===== src/rtl/mlp_argmax_pkg.sv =====
// ----------------------------------------------------------------------------
// mlp_argmax_pkg
// Shared types and default constants for the MLP output-layer argmax
// classifier.
//   state_e  : classifier FSM states (ACCUM collects beats, RESULT holds the
//              answer until the consumer takes it).
//   result_t : registered result record {idx, max, err, hit}. Its field
//              widths follow the package defaults, so a build with a
//              different class-index or data width changes the defaults here.
// ----------------------------------------------------------------------------
package mlp_argmax_pkg;

   localparam int NUM_CLASSES_DEF = 10;
   localparam int IDX_WIDTH_DEF   = 4;
   localparam int DATA_WIDTH_DEF  = 32;

   typedef enum logic {
      ACCUM  = 1'b0,
      RESULT = 1'b1
   } state_e;

   typedef struct packed {
      logic [IDX_WIDTH_DEF-1:0]  idx;
      logic [DATA_WIDTH_DEF-1:0] max;
      logic                      err;
      logic                      hit;
   } result_t;

endpackage : mlp_argmax_pkg


===== src/rtl/mlp_sat_counter.sv =====
// ----------------------------------------------------------------------------
// mlp_sat_counter
// Saturating up-counter used for the classifier statistics.
//   clk_i   : clock, rising edge
//   rst_i   : asynchronous active-high reset, counter returns to 0
//   inc_i   : add one this cycle (ignored once the count is all-ones)
//   clr_i   : synchronous clear; wins over inc_i
//   cnt_o   : current count
// ----------------------------------------------------------------------------
module mlp_sat_counter #(
   parameter int CNT_WIDTH = 16
) (
   input  logic                 clk_i,
   input  logic                 rst_i,
   input  logic                 inc_i,
   input  logic                 clr_i,
   output logic [CNT_WIDTH-1:0] cnt_o
);

   logic [CNT_WIDTH-1:0] cnt_q, cnt_d;

   always_comb begin
      // NOTE: default assignment first so every path drives cnt_d; without it
      // a missing branch would infer a latch.
      cnt_d = cnt_q;
      if (clr_i) begin
         cnt_d = '0;
      end else if (inc_i && (cnt_q != '1)) begin
         cnt_d = cnt_q + CNT_WIDTH'(1);
      end
   end

   // NOTE: state registers use non-blocking assignments so every flop samples
   // its pre-edge inputs regardless of statement order.
   always_ff @(posedge clk_i or posedge rst_i) begin
      if (rst_i) begin
         cnt_q <= '0;
      end else begin
         cnt_q <= cnt_d;
      end
   end

   assign cnt_o = cnt_q;

endmodule : mlp_sat_counter


===== src/rtl/mlp_argmax_classifier.sv =====
// ----------------------------------------------------------------------------
// mlp_argmax_classifier
// Consumes the output-layer neuron stream (one signed value per beat, tlast on
// the final neuron), reports the index and value of the largest neuron, and
// keeps saturating frame / correct-prediction counters against a reference
// label.
//   s00_axis_aclk    : clock, rising edge
//   s00_axis_areset  : asynchronous active-high reset
//   s00_axis_tdata   : signed neuron value
//   s00_axis_tvalid  : beat valid
//   s00_axis_tlast   : last neuron of the frame
//   s00_axis_tready  : beat accepted when tvalid & tready
//   label_i          : reference class, sampled on the frame's first beat
//   clear_stats_i    : one-cycle pulse zeroing both counters
//   res_valid_o      : result available, held until res_ready_i
//   res_ready_i      : consumer takes the result
//   res_idx_o        : argmax index (ties keep the lower index)
//   res_max_o        : maximum value
//   res_err_o        : frame length differed from NUM_CLASSES
//   res_hit_o        : res_idx_o matched the label and no error
//   total_cnt_o      : frames reported
//   correct_cnt_o    : frames reported with res_hit_o = 1
// ----------------------------------------------------------------------------
module mlp_argmax_classifier
   import mlp_argmax_pkg::*;
#(
   parameter int DATA_WIDTH  = DATA_WIDTH_DEF,
   parameter int NUM_CLASSES = NUM_CLASSES_DEF,
   parameter int IDX_WIDTH   = IDX_WIDTH_DEF,
   parameter int CNT_WIDTH   = 16
) (
   input  logic                  s00_axis_aclk,
   input  logic                  s00_axis_areset,
   input  logic [DATA_WIDTH-1:0] s00_axis_tdata,
   input  logic                  s00_axis_tvalid,
   input  logic                  s00_axis_tlast,
   output logic                  s00_axis_tready,
   input  logic [IDX_WIDTH-1:0]  label_i,
   input  logic                  clear_stats_i,
   output logic                  res_valid_o,
   input  logic                  res_ready_i,
   output logic [IDX_WIDTH-1:0]  res_idx_o,
   output logic [DATA_WIDTH-1:0] res_max_o,
   output logic                  res_err_o,
   output logic                  res_hit_o,
   output logic [CNT_WIDTH-1:0]  total_cnt_o,
   output logic [CNT_WIDTH-1:0]  correct_cnt_o
);

   // Beat counter must be able to hold NUM_CLASSES itself (its saturated value).
   localparam int BEAT_W = $clog2(NUM_CLASSES + 1);
   localparam logic [BEAT_W-1:0] BEAT_SAT  = BEAT_W'(NUM_CLASSES);
   localparam logic [BEAT_W-1:0] BEAT_LAST = BEAT_W'(NUM_CLASSES - 1);

   state_e                  state_q, state_d;
   logic                    tready_q, tready_d;
   logic                    res_valid_q, res_valid_d;
   result_t                 res_q, res_d;
   logic [BEAT_W-1:0]       beat_q, beat_d;
   logic                    ovf_q, ovf_d;
   logic signed [DATA_WIDTH-1:0] best_val_q, best_val_d;
   logic [IDX_WIDTH-1:0]    best_idx_q, best_idx_d;
   logic [IDX_WIDTH-1:0]    label_q, label_d;

   logic beat_acc;
   logic res_hs;
   logic frame_err;

   // tready_q is only ever 1 in ACCUM, so it alone qualifies a beat.
   assign beat_acc = s00_axis_tvalid & tready_q;
   assign res_hs   = res_valid_q & res_ready_i;

   always_comb begin
      state_d     = state_q;
      tready_d    = tready_q;
      res_valid_d = res_valid_q;
      res_d       = res_q;
      beat_d      = beat_q;
      ovf_d       = ovf_q;
      best_val_d  = best_val_q;
      best_idx_d  = best_idx_q;
      label_d     = label_q;
      frame_err   = 1'b0;

      unique case (state_q)
         ACCUM: begin
            // Also raises tready on the first clock after reset.
            tready_d = 1'b1;
            if (beat_acc) begin
               if (beat_q == '0) begin
                  best_val_d = $signed(s00_axis_tdata);
                  best_idx_d = '0;
                  label_d    = label_i;
               end else if (beat_q < BEAT_SAT) begin
                  // Strict compare: ties keep the earlier (lower) index.
                  if ($signed(s00_axis_tdata) > best_val_q) begin
                     best_val_d = $signed(s00_axis_tdata);
                     best_idx_d = IDX_WIDTH'(beat_q);
                  end
               end

               // Beats past NUM_CLASSES are excluded from the argmax.
               if (beat_q == BEAT_SAT) begin
                  ovf_d = 1'b1;
               end else begin
                  beat_d = beat_q + BEAT_W'(1);
               end

               if (s00_axis_tlast) begin
                  // Correct length means this tlast beat sits at index NUM_CLASSES-1.
                  frame_err   = ovf_d | (beat_q != BEAT_LAST);
                  res_d.idx   = best_idx_d;
                  res_d.max   = best_val_d;
                  res_d.err   = frame_err;
                  res_d.hit   = (best_idx_d == label_d) & ~frame_err;
                  res_valid_d = 1'b1;
                  tready_d    = 1'b0;
                  state_d     = RESULT;
               end
            end
         end

         RESULT: begin
            if (res_hs) begin
               res_valid_d = 1'b0;
               tready_d    = 1'b1;
               beat_d      = '0;
               ovf_d       = 1'b0;
               state_d     = ACCUM;
            end
         end

         default: begin
            state_d = ACCUM;
         end
      endcase
   end

   always_ff @(posedge s00_axis_aclk or posedge s00_axis_areset) begin
      if (s00_axis_areset) begin
         state_q     <= ACCUM;
         tready_q    <= 1'b0;
         res_valid_q <= 1'b0;
         res_q       <= '0;
         beat_q      <= '0;
         ovf_q       <= 1'b0;
         best_val_q  <= '0;
         best_idx_q  <= '0;
         label_q     <= '0;
      end else begin
         state_q     <= state_d;
         tready_q    <= tready_d;
         res_valid_q <= res_valid_d;
         res_q       <= res_d;
         beat_q      <= beat_d;
         ovf_q       <= ovf_d;
         best_val_q  <= best_val_d;
         best_idx_q  <= best_idx_d;
         label_q     <= label_d;
      end
   end

   assign s00_axis_tready = tready_q;
   assign res_valid_o     = res_valid_q;
   assign res_idx_o       = res_q.idx;
   assign res_max_o       = res_q.max;
   assign res_err_o       = res_q.err;
   assign res_hit_o       = res_q.hit;

   // A clear coinciding with a handshake wins inside the counter, so that
   // frame goes uncounted while the handshake itself still completes.
   mlp_sat_counter #(
      .CNT_WIDTH(CNT_WIDTH)
   ) u_total_cnt (
      .clk_i (s00_axis_aclk),
      .rst_i (s00_axis_areset),
      .inc_i (res_hs),
      .clr_i (clear_stats_i),
      .cnt_o (total_cnt_o)
   );

   mlp_sat_counter #(
      .CNT_WIDTH(CNT_WIDTH)
   ) u_correct_cnt (
      .clk_i (s00_axis_aclk),
      .rst_i (s00_axis_areset),
      .inc_i (res_hs & res_q.hit),
      .clr_i (clear_stats_i),
      .cnt_o (correct_cnt_o)
   );

endmodule : mlp_argmax_classifier


===== config.mk =====
export PLATFORM = sky130hd
export DESIGN_NAME = mlp_argmax_classifier
export DESIGN_NICKNAME = d
export VERILOG_FILES = /design/src/rtl/mlp_argmax_pkg.sv /design/src/rtl/mlp_sat_counter.sv /design/src/rtl/mlp_argmax_classifier.sv
export SDC_FILE = /design/constraint.sdc
export NUM_CORES = 1
export LEC_CHECK = 0
export BUFFER_PORTS_ARGS = -buffer_cell sky130_fd_sc_hd__buf_2
export CORE_MARGIN = 3
export CORE_UTILIZATION = 43
export CTS_CLUSTER_DIAMETER = 200
export DETAILED_ROUTE_END_ITERATION = 10
export HOLD_SLACK_MARGIN = 0.08
export PLACE_DENSITY = 0.76
export SLEW_MARGIN = 25
export SYNTH_ARGS = -nofsm -noshare
export SYNTH_HDL_FRONTEND = slang
export SYNTH_SLANG_ARGS = --single-unit

===== constraint.sdc =====
create_clock -name s00_axis_aclk -period 6.4 [get_ports s00_axis_aclk]
set_input_delay 1.92 -clock s00_axis_aclk [delete_from_list [all_inputs] [get_ports s00_axis_aclk]]
set_output_delay 1.92 -clock s00_axis_aclk [all_outputs]
set_load 0.05 [all_outputs]

# Yosys cells after proc, flatten, opt, wreduce, memory -nomap -nowiden
# Index checks and enable logic that the tools add are counted.
[totals]
ff_bits = 118
input_bits = 42
[classes]
reduce_logical = 10
order_cmp = 2
n_bitwise = 7
mux = 36
n_eq_ne = 9
add_sub_neg = 3
[ops]
columns = ["op", "count"]
rows = [
  ["32-bit two-way mux", 3],
  ["16-bit two-way mux", 4],
  ["4-bit two-way mux", 11],
  ["16-bit by 1-bit adder with 16-bit output (second input constant)", 2],
  ["32-bit greater-than comparator", 1],
  ["16-bit != test (second input constant)", 2],
  ["1-bit two-way mux", 13],
  ["3-bit AND reduction", 3],
  ["1-bit one-hot mux with 2 select lines", 4],
  ["4-bit one-hot mux with 2 select lines", 1],
  ["2-bit != test (second input constant)", 3],
  ["4-bit by 1-bit adder with 4-bit output (second input constant)", 1],
  ["1-bit AND", 4],
  ["4-bit == test", 1],
  ["4-bit == test (second input constant)", 1],
  ["4-bit zero test", 1],
  ["4-bit less-than comparator (second input constant)", 1],
  ["4-bit != test (second input constant)", 1],
  ["2-bit AND reduction", 2],
  ["2-bit nonzero test", 2],
  ["1-bit logical AND", 2],
  ["2-bit by 1-bit != test with 1-bit output (second input constant)", 1],
  ["1-bit NOT", 2],
  ["1-bit OR", 1],
]

# Depth between registers and ports, before layout
# Gate-level depths: netlist of run 1.
[depth]
ltp_word = 8
depth_mapped = 13
ltp_nobuf = 11

# Hierarchy
# A second synthesis of run 1 with hierarchy kept.
[hier_totals]
cells_unflattened = 696
area_unflattened_um2 = 6582.6
[by_module_without_submodules]
columns = ["mod", "n_inst", "area_per_inst_um2", "cells_per_inst"]
rows = [
  ["mlp_argmax_classifier", 1, 4718.3, 494],
  ["mlp_sat_counter", 2, 932.1, 101],
]

# Worst setup path after synthesis of run 1
# OpenSTA, ideal clock, no wires.
[synth_path]
kind = "input port to flip-flop"
from = "input s00_axis_tdata[14]"
to = "register res_q (netlist bit res_hit_o)"
path_slack_ns = 1.871
arrival_ns = 4.402
path_stages = 11
t_required_ns = 6.272
cell_sequence = "ha_1 > a21oi_1 > nand2_1 > a221o_1 > o31a_1 > or4b_1 > buf_2 > nand2_4 > mux2_1 > o221ai_1 > a21oi_1"
[synth_between]
elab_chain_len = 8
[synth_lines]
columns = ["element", "line", "source"]
rows = [
  ["from (decl)", "mlp_argmax_classifier.sv:34", "input logic [DATA_WIDTH-1:0] s00_axis_tdata,"],
  ["32-bit greater-than comparator", "mlp_argmax_classifier.sv:96", "if ($signed(s00_axis_tdata) > best_val_q) begin"],
  ["4-bit two-way mux", "mlp_argmax_classifier.sv:96", ""],
  ["4-bit two-way mux", "mlp_argmax_classifier.sv:94", "end else if (beat_q < BEAT_SAT) begin"],
  ["4-bit two-way mux", "mlp_argmax_classifier.sv:90", "if (beat_q == '0) begin"],
  ["4-bit two-way mux", "mlp_argmax_classifier.sv:89", "if (beat_acc) begin"],
  ["4-bit two-way mux", "mlp_argmax_classifier.sv:85", "unique case (state_q)"],
  ["4-bit == test", "mlp_argmax_classifier.sv:115", "res_d.hit = (best_idx_d == label_d) & ~frame_err;"],
  ["1-bit AND", "mlp_argmax_classifier.sv:115", ""],
  ["to (signal assigned)", "mlp_argmax_classifier.sv:154", "res_q <= res_d;"],
  ["to (decl)", "mlp_argmax_classifier.sv:58", "result_t res_q, res_d;"],
]
# Every way passes these cells. The select of a mux whose other input is x is not followed.
# A chain may end at the register's enable or synchronous reset.

# Final worst setup path of run 1
[layout_path]
from = "input s00_axis_tdata[14]"
to = "register best_idx_q[2]"
[layout_between]
elab_chain_len = 6
[layout_lines]
columns = ["element", "line", "source"]
rows = [
  ["32-bit greater-than comparator", "mlp_argmax_classifier.sv:96", ""],
  ["4-bit two-way mux", "mlp_argmax_classifier.sv:96", ""],
  ["4-bit two-way mux", "mlp_argmax_classifier.sv:94", ""],
  ["4-bit two-way mux", "mlp_argmax_classifier.sv:90", ""],
  ["4-bit two-way mux", "mlp_argmax_classifier.sv:89", ""],
  ["4-bit two-way mux", "mlp_argmax_classifier.sv:85", ""],
  ["to (signal assigned)", "mlp_argmax_classifier.sv:158", "best_idx_q <= best_idx_d;"],
  ["to (decl)", "mlp_argmax_classifier.sv:62", "logic [IDX_WIDTH-1:0] best_idx_q, best_idx_d;"],
]
# Every way passes these cells. The select of a mux whose other input is x is not followed.

==> results.toml, run 1 <==
[pwr]
vdd_drop_max_mv = 0.3689
power.leakage_nw = 3.637
pwr-share-seq_pct = 29.9
clkPwrFrac_pct = 27.3
internal_power_mw = 2.175
p_per_area_nw_per_um2 = 508.4
switching_share_pct = 42.10
p_switching_mw = 1.581
power.total_mw = 3.756
comb_power_share_pct = 42.8

[worst_setup_path]
crit_cells = 11
r2r_cells = 11
critPathLaunchType = "input port"
cp_slowest_cell = "or4b_1"
r2r_setup_slack_ns = 2.77
crit_path_end_kind = "register"
cp_top_family = "simple AND/OR/NAND/NOR gates"
cp_max_fo = 32
crit-reg2reg-launch = "best_val_q[14]"
crit_top_cell = "nand2_1"
path_buf_inv = 2
crit_path_cell_trace = "buf_2 -> ha_1 -> a21oi_1 -> nand2_1 -> a221o_1 -> o31a_1 -> or4b_1 -> nand3_2 -> buf_4 -> nand2_1 -> a22o_1"
path_class = "input port to register"
required_ns = 6.69
slowest_delay_ns = 0.66
cp.arrival_ns = 5.17
r2r-end = "best_idx_q[2]"

[detailed_routing]
wl_per_cell_um = 13.97
drc = 0
dr.pass1.iters = 5
ant_nets = 0
vias = 4924
viasPerCell = 5.082
wirelength_um = 13540
drt_iter0_drc = 291

[die]
die_area_um2 = 15530
die_w_um = 124.6
fp-row-count = 42
core_um2 = 13510
initial_utilization_pct = 44.78
die_h_um = 124.6
ioPinCount = 114

[sta]
hold_violations = 0
min_period_ns = 4.877
fin_setup_tns_ns = 0
min_period_over_period_pct = 76.20
rsz0062_at_grt = "false"
maxSlewViolCount = 0
max_freq_mhz = 205.0
clock_skew_ns = 0.008644
setup_viol = 0
setup_slack_ns = 1.523
slew_headroom_pct = 37.48
tightest_slew_ns = 0.9232

[min_path]
min_path_type = "register to register"
hold_path_end = "res_idx_o[3]"
hold_depth = 2
hp-start = "res_idx_o[3]"

[yosys]
mappedNetlistArea_um2 = 6048
yosys-top-cells-count = "118 x dfrtp_1, 107 x nand2_1, 78 x nor2_1, 75 x o21ai_0, 58 x a21oi_1"
synth_edf_count = 0
synth-seq-cells = 118
synth_area_leaders = "dfrtp_1 49%, ha_1 7.9%, nand2_1 6.6%"
yosysSeqAreaShare_pct = 48.82
synth_nets = 750
synth-async-reset-ratio_pct = 100.0
syn-instance-count = 670
syn_avg_cell_area_um2 = 9.027
synth_top_area_share_pct = 48.82
yosysMostFrequentCell = "dfrtp_1"
yosysWarnings = 0
synth_flop_cell = "dfrtp_1"
ys_types = 49
yosys.area.top_type = "dfrtp_1"

[placed_design]
dp_hpwl_um = 9514
post-place-ws_ns = 1.163
place.gp.congestion = 0.8066
port_buffers = 113
dp_cells = 937

[global_route]
overflow = 0
grt_pass1_wl_um = 23390
globalRouteTotalUtil_pct = 18.20
grt_max_degree = 80
antenna_found_initial = 0
grt_pass1_vias = 4789

[layout]
drive_above_1_share_pct = 19.92
multi_input_area_um2 = 2789
fillerInstances = 1201
final_cells = 969
regArea_um2 = 2953
syn2layout_area_growth_pct = 22.13
fin_util_pct = 54.70
antennaDiodeCount = 0
final_nets = 860

[clock_network]
postCtsResizedCells = 0
root_buffer = "clkbuf_16"
clock_latency_ns = 0.41
clk_pin_slew_ns = 0.05
cts_hold_buf = 0
htree_levels = 4
cts_sinks = 118
clockBufferDepth = 2
cts_buffers = 17
cts_tree = "built"
postCtsSetupRepairBufs = 0

[status]
status = "finished, final reports clean"

[job]
maxCapViolCount = 0
-- final cells by class --
cell class	instances	share of cell area [%]
Clock inverter	8	1.931
Clock buffer	24	6.792
Tap cell	176	2.981
Multi-Input combinational cell	480	37.75
Timing Repair Buffer	119	8.266
Inverter	44	2.304
Sequential cell	118	39.97
-- cells in the final DEF, fill, tap and decap left out, types with 4 or more instances in the layout --
cell       synthesis  routed
or3_1              6       6
nand4_1            7       7
xor2_1            21      21
nor2_1            78      78
nand2_1          107     106
clkbuf_8           0       5
o21ai_0           75      75
inv_1             44      43
nor3_1             4       4
a21oi_1           58      58
buf_2              4     113
clkbuf_16          0      17
and4_1             4       4
ha_1              38      38
and3_1             5       5
o21ai_1            7       7
dfrtp_1          118     118
xnor2_1            8       8
nand3_1           15      15
mux2i_1            6       6
buf_4              9       6
bufinv_16          0       4
-- kinds of logic (layout without fill, tap and decap cells) --
kind of cell / after synthesis / in the layout / synth area share [%]
DFF: 118 / 118 / 48.82
xor gates and xnor gates: 29 / 29 / 4.200
adders and majority gates: 38 / 38 / 7.861
buffers and inverters: 72 / 195 / 5.110
muxes: 10 / 10 / 1.738
AOI/OAI and AO/OA: 166 / 166 / 15.41
and+or+nand+nor: 237 / 237 / 16.86
-- how the worst max path moves through the flow --
stage	start	to	slack, ns
2_1_floorplan	s00_axis_areset	beat_q[0]	1.35
3_3_place_gp	s00_axis_tdata[14]	best_idx_q[2]	1.21
3_5_place_dp	s00_axis_tdata[5]	best_idx_q[2]	1.16
4_1_cts	s00_axis_tdata[14]	best_idx_q[2]	1.53
5_1_grt	s00_axis_tdata[31]	res_max_o[31]	1.26
6_report	s00_axis_tdata[14]	best_idx_q[2]	1.52
-- state kept, by name (all words and copies together) (netlist names) --
register,count
beat_q,4
best_idx_q,4
best_val_q,32
label_q,4
ovf_q,1
res_err_o,1
res_hit_o,1
res_idx_o,4
res_max_o,32
res_valid_o,1
s00_axis_tready,1
state_q,1
u_correct_cnt.cnt_o,16
u_total_cnt.cnt_o,16
-- worst min-delay path, cell delays in order, from the launching register on --
cell and delay [ns]:
dfrtp_1 0.34, nand2_1 0.04, o21ai_0 0.06
-- power by group through the flow --
stage | Sequential, mW | Clock [mW] | Combinational, mW
after floorplan | 1.47 | 0 | 0.937
after global placement | 1.13 | 0 | 1.57
after detailed placement | 1.13 | 0 | 1.61
after CTS | 1.12 | 1.05 | 1.62
after global routing | 1.15 | 1.08 | 1.81
final | 1.12 | 1.03 | 1.61
-- metal layers --
metal	vias up	share of wire (%)	track usage, %
li1	2505	-	-
met1	2294	48	25.19
met2	111	47	28.12
met3	14	4.6	4.331
met4	0	1.1	6.254
met5	-	0	0
-- through the flow --
stage / cell area (µm²) / hold slack [ns]
detailed placement: 6740 / 0.4685
floorplan: 6048 / 0.4600
global route: 7387 / 0.5035
CTS: 7385 / 0.4803
finish: 7387 / 0.4751
global placement: 6740 / 0.4574
No activity file was read; power rests on OpenSTA's default activity.
==> run 2: changes to the inputs <==
--- a/config.mk
+++ b/config.mk
@@ -5,13 +5,14 @@
 export SDC_FILE = /design/constraint.sdc
 export NUM_CORES = 1
 export LEC_CHECK = 0
+export ABC_AREA = 1
 export BUFFER_PORTS_ARGS = -buffer_cell sky130_fd_sc_hd__buf_2
 export CORE_MARGIN = 3
 export CORE_UTILIZATION = 43
 export CTS_CLUSTER_DIAMETER = 200
 export DETAILED_ROUTE_END_ITERATION = 10
 export HOLD_SLACK_MARGIN = 0.08
-export PLACE_DENSITY = 0.76
+export PLACE_DENSITY = 0.78
 export SLEW_MARGIN = 25
 export SYNTH_ARGS = -nofsm -noshare
 export SYNTH_HDL_FRONTEND = slang
==> constraint.sdc (replaced) <==
create_clock -name s00_axis_aclk -period 4.15 [get_ports s00_axis_aclk]
set_input_delay 1.245 -clock s00_axis_aclk [delete_from_list [all_inputs] [get_ports s00_axis_aclk]]
set_output_delay 1.245 -clock s00_axis_aclk [all_outputs]
set_load 0.05 [all_outputs]
==> run 2 against run 1 <==
Die area increased by 7.6%. Flip-flop and latch count did not move. Final cell count up 12%. Critical path type unchanged. Largest cell class is now multi-input combinational cells. Highest routed layer unchanged.
==> results.toml, run 2 <==
[layout]
fillerInstances = 1326
final_common_cell = "nand2_1"
final_cells = 1088
drive_above_1_share_pct = 25.58
syn2layout_area_growth_pct = 21.18
mostFrequentLayoutCells = "164 x nand2_1, 118 x dfrtp_1, 113 x buf_2"
final_nets = 970

[global_route]
overflow = 0
antenna_found_initial = 1
grt_pass1_vias = 5061
globalRouteTotalUtil_pct = 18.22
grt_max_degree = 87
grt_pass1_wl_um = 24380

[die]
fp-row-count = 44
core_um2 = 14700
die_area_um2 = 16700
die_h_um = 129.2
initial_utilization_pct = 44.42
ioPinCount = 114
die_w_um = 129.2

[sta]
rsz0062_at_grt = "false"
max_freq_mhz = 314.7
setup_viol = 0
maxSlewViolCount = 0
hold_violations = 0
min_period_ns = 3.178
clock_skew_ns = 0.008635
tightest_slew_ns = 0.7920
fin_setup_tns_ns = 0
slew_headroom_pct = 47.20
min_period_over_period_pct = 76.58

[clock_network]
clockBufferDepth = 2
root_buffer = "clkbuf_16"
clock_latency_ns = 0.42
postCtsSetupRepairBufs = 0
cts_sinks = 118
cts_buffers = 17
clk_pin_slew_ns = 0.06
cts_hold_buf = 0
cts_tree = "built"
htree_levels = 4
postCtsResizedCells = 0

[yosys]
synth-seq-cells = 118
yosysWarnings = 0
syn_avg_cell_area_um2 = 8.403
synth_xor_xnor_area_share_pct = 0.4025
yosys-top-cells-count = "165 x nand2_1, 118 x dfrtp_1, 93 x inv_1, 64 x o21ai_1, 46 x nor2_1"
synth_top_family_by_area = "simple AND/OR/NAND/NOR gates"
yosysSeqAreaShare_pct = 45.23
synth_mux_area_share_pct = 0
yosys.area_share.adder_pct = 7.282
synth_nets = 857
synth_area_leaders = "dfrtp_1 45%, nand2_1 9.5%, ha_1 7.3%"
synth_top_area_share_pct = 45.23
ys_types = 37
yosysMostFrequentCell = "nand2_1"
synth_edf_count = 0
yosys.area.top_type = "dfrtp_1"
mappedNetlistArea_um2 = 6529
synth-async-reset-ratio_pct = 100.0
syn-instance-count = 777
yosys.area_share.simple_pct = 21.98
synth_flop_cell = "dfrtp_1"
synth-compound-area-share_pct = 16.88

[min_path]
hold_path_end = "label_q[0]"
hold_depth = 2
min_path_type = "register to register"
hp-start = "label_q[0]"

[detailed_routing]
drt_iter0_drc = 351
viasPerCell = 5.010
vias = 5451
wl_per_cell_um = 13.55
wirelength_um = 14740
dr.pass1.iters = 5
ant_nets = 0
drc = 0

[worst_setup_path]
cp_max_fo = 14
path_class = "input port to register"
crit_path_end_kind = "register"
critPathLaunchType = "input port"
crit_path_cell_trace = "buf_2 -> ha_1 -> nand2_1 -> nor2_1 -> nand4_1 -> nor2_4 -> a21oi_1 -> nand3_4 -> nand2_4 -> buf_4 -> nor2_1 -> a21oi_2 -> o21ai_1"
crit-reg2reg-launch = "best_val_q[5]"
r2r_setup_slack_ns = 1.48
cp_slowest_cell = "a21oi_1"
cp_top_family = "simple AND/OR/NAND/NOR gates"
path_buf_inv = 2
r2r_cells = 17
slowest_delay_ns = 0.36
cp.arrival_ns = 3.45
r2r-end = "best_val_q[3]"
crit_top_cell = "nor2_1"
required_ns = 4.42

[pwr]
pwr-share-seq_pct = 40.6
internal_power_mw = 2.213
power.leakage_nw = 3.746
clkPwrFrac_pct = 55.6
vdd_drop_max_mv = 0.2636
switching_share_pct = 22.02
p_per_area_nw_per_um2 = 358.7
p_switching_mw = 0.6250
comb_power_share_pct = 3.8

[placed_design]
port_buffers = 113
dp_hpwl_um = 10480
dp_cells = 1055
place.gp.congestion = 0.8631

[status]
status = "finished, final reports clean"

[job]
maxCapViolCount = 0
## run 2: layout make-up
type / instances / area, µm² / area share (%)
antenna: 1 / 2.502 / 0.03163
clock buffer: 18 / 439.2 / 5.551
clock inverter: 14 / 200.2 / 2.530
inverter: 100 / 379.1 / 4.792
multi-input combinational: 533 / 3052 / 38.57
sequential: 118 / 2953 / 37.32
tap: 184 / 230.2 / 2.910
timing repair buffer: 120 / 655.6 / 8.287
## run 2: cell families (layout without fill, tap and decap cells)
kind of cell | count (synthesis) | after routing
AND/OR/NAND/NOR | 303 | 303
flip-flops | 118 | 118
AO/OA/AOI/OAI | 189 | 189
other | 0 | 1
adder cells (fa/ha/maj) | 38 | 38
XOR/XNOR | 3 | 3
buffers and inverters | 126 | 252
## run 2: worst min-delay path, stage by stage, from the launching register on
cell	delay, ns
dfrtp_1	0.33
nand2_1	0.05
o21ai_0	0.06
## run 2: worst max path at each step
| stage | cells after the start | slack (ns) | endpoint | startpoint |
|---|---|---|---|---|
| 2_1_floorplan | 13 | 1.13 | res_max_o[10] | s00_axis_tdata[31] |
| 3_3_place_gp | 17 | 0.64 | best_val_q[3] | s00_axis_tdata[5] |
| 3_5_place_dp | 17 | 0.54 | best_val_q[3] | s00_axis_tdata[5] |
| 4_1_cts | 19 | 0.99 | best_val_q[3] | s00_axis_tdata[1] |
| 5_1_grt | 17 | 0.75 | best_val_q[2] | s00_axis_tdata[9] |
| 6_report | 13 | 0.97 | best_val_q[3] | s00_axis_tdata[23] |
## run 2: routing by layer
layer | vias up | wire [µm] | GRT usage [%]
li1 | 2796 | - | -
met1 | 2474 | 6882 | 24.85
met2 | 157 | 6730 | 28.45
met3 | 24 | 844 | 4.328
met4 | 0 | 284 | 6.547
met5 | - | 0 | 0
## run 2: power groups by stage
| stage | clock network (mW) | registers [mW] | logic [mW] |
|---|---|---|---|
| 2_1_floorplan | 0 | 1.17 | 0.0587 |
| 3_3_place_gp | 0 | 1.17 | 0.107 |
| 3_5_place_dp | 0 | 1.17 | 0.109 |
| 4_1_cts | 1.61 | 1.15 | 0.111 |
| 5_1_grt | 1.66 | 1.15 | 0.125 |
| 6_report | 1.58 | 1.15 | 0.108 |
## run 2: metrics by stage
| step | utilization (%) | hold slack, ns | instance area (µm²) | setup WS (ns) | total power [mW] |
|---|---|---|---|---|---|
| final | 53.82 | 0.4824 | 7911 | 0.9721 | 2.838 |
| after global routing | 53.82 | 0.5077 | 7911 | 0.7451 | 2.939 |
| after CTS | 53.80 | 0.4852 | 7909 | 0.9897 | 2.872 |
| after detailed placement | 49.46 | 0.4717 | 7269 | 0.5445 | 1.280 |
| after global placement | 49.46 | 0.4620 | 7269 | 0.6351 | 1.279 |
| after floorplan | - | 0.4457 | 6533 | 1.128 | 1.231 |
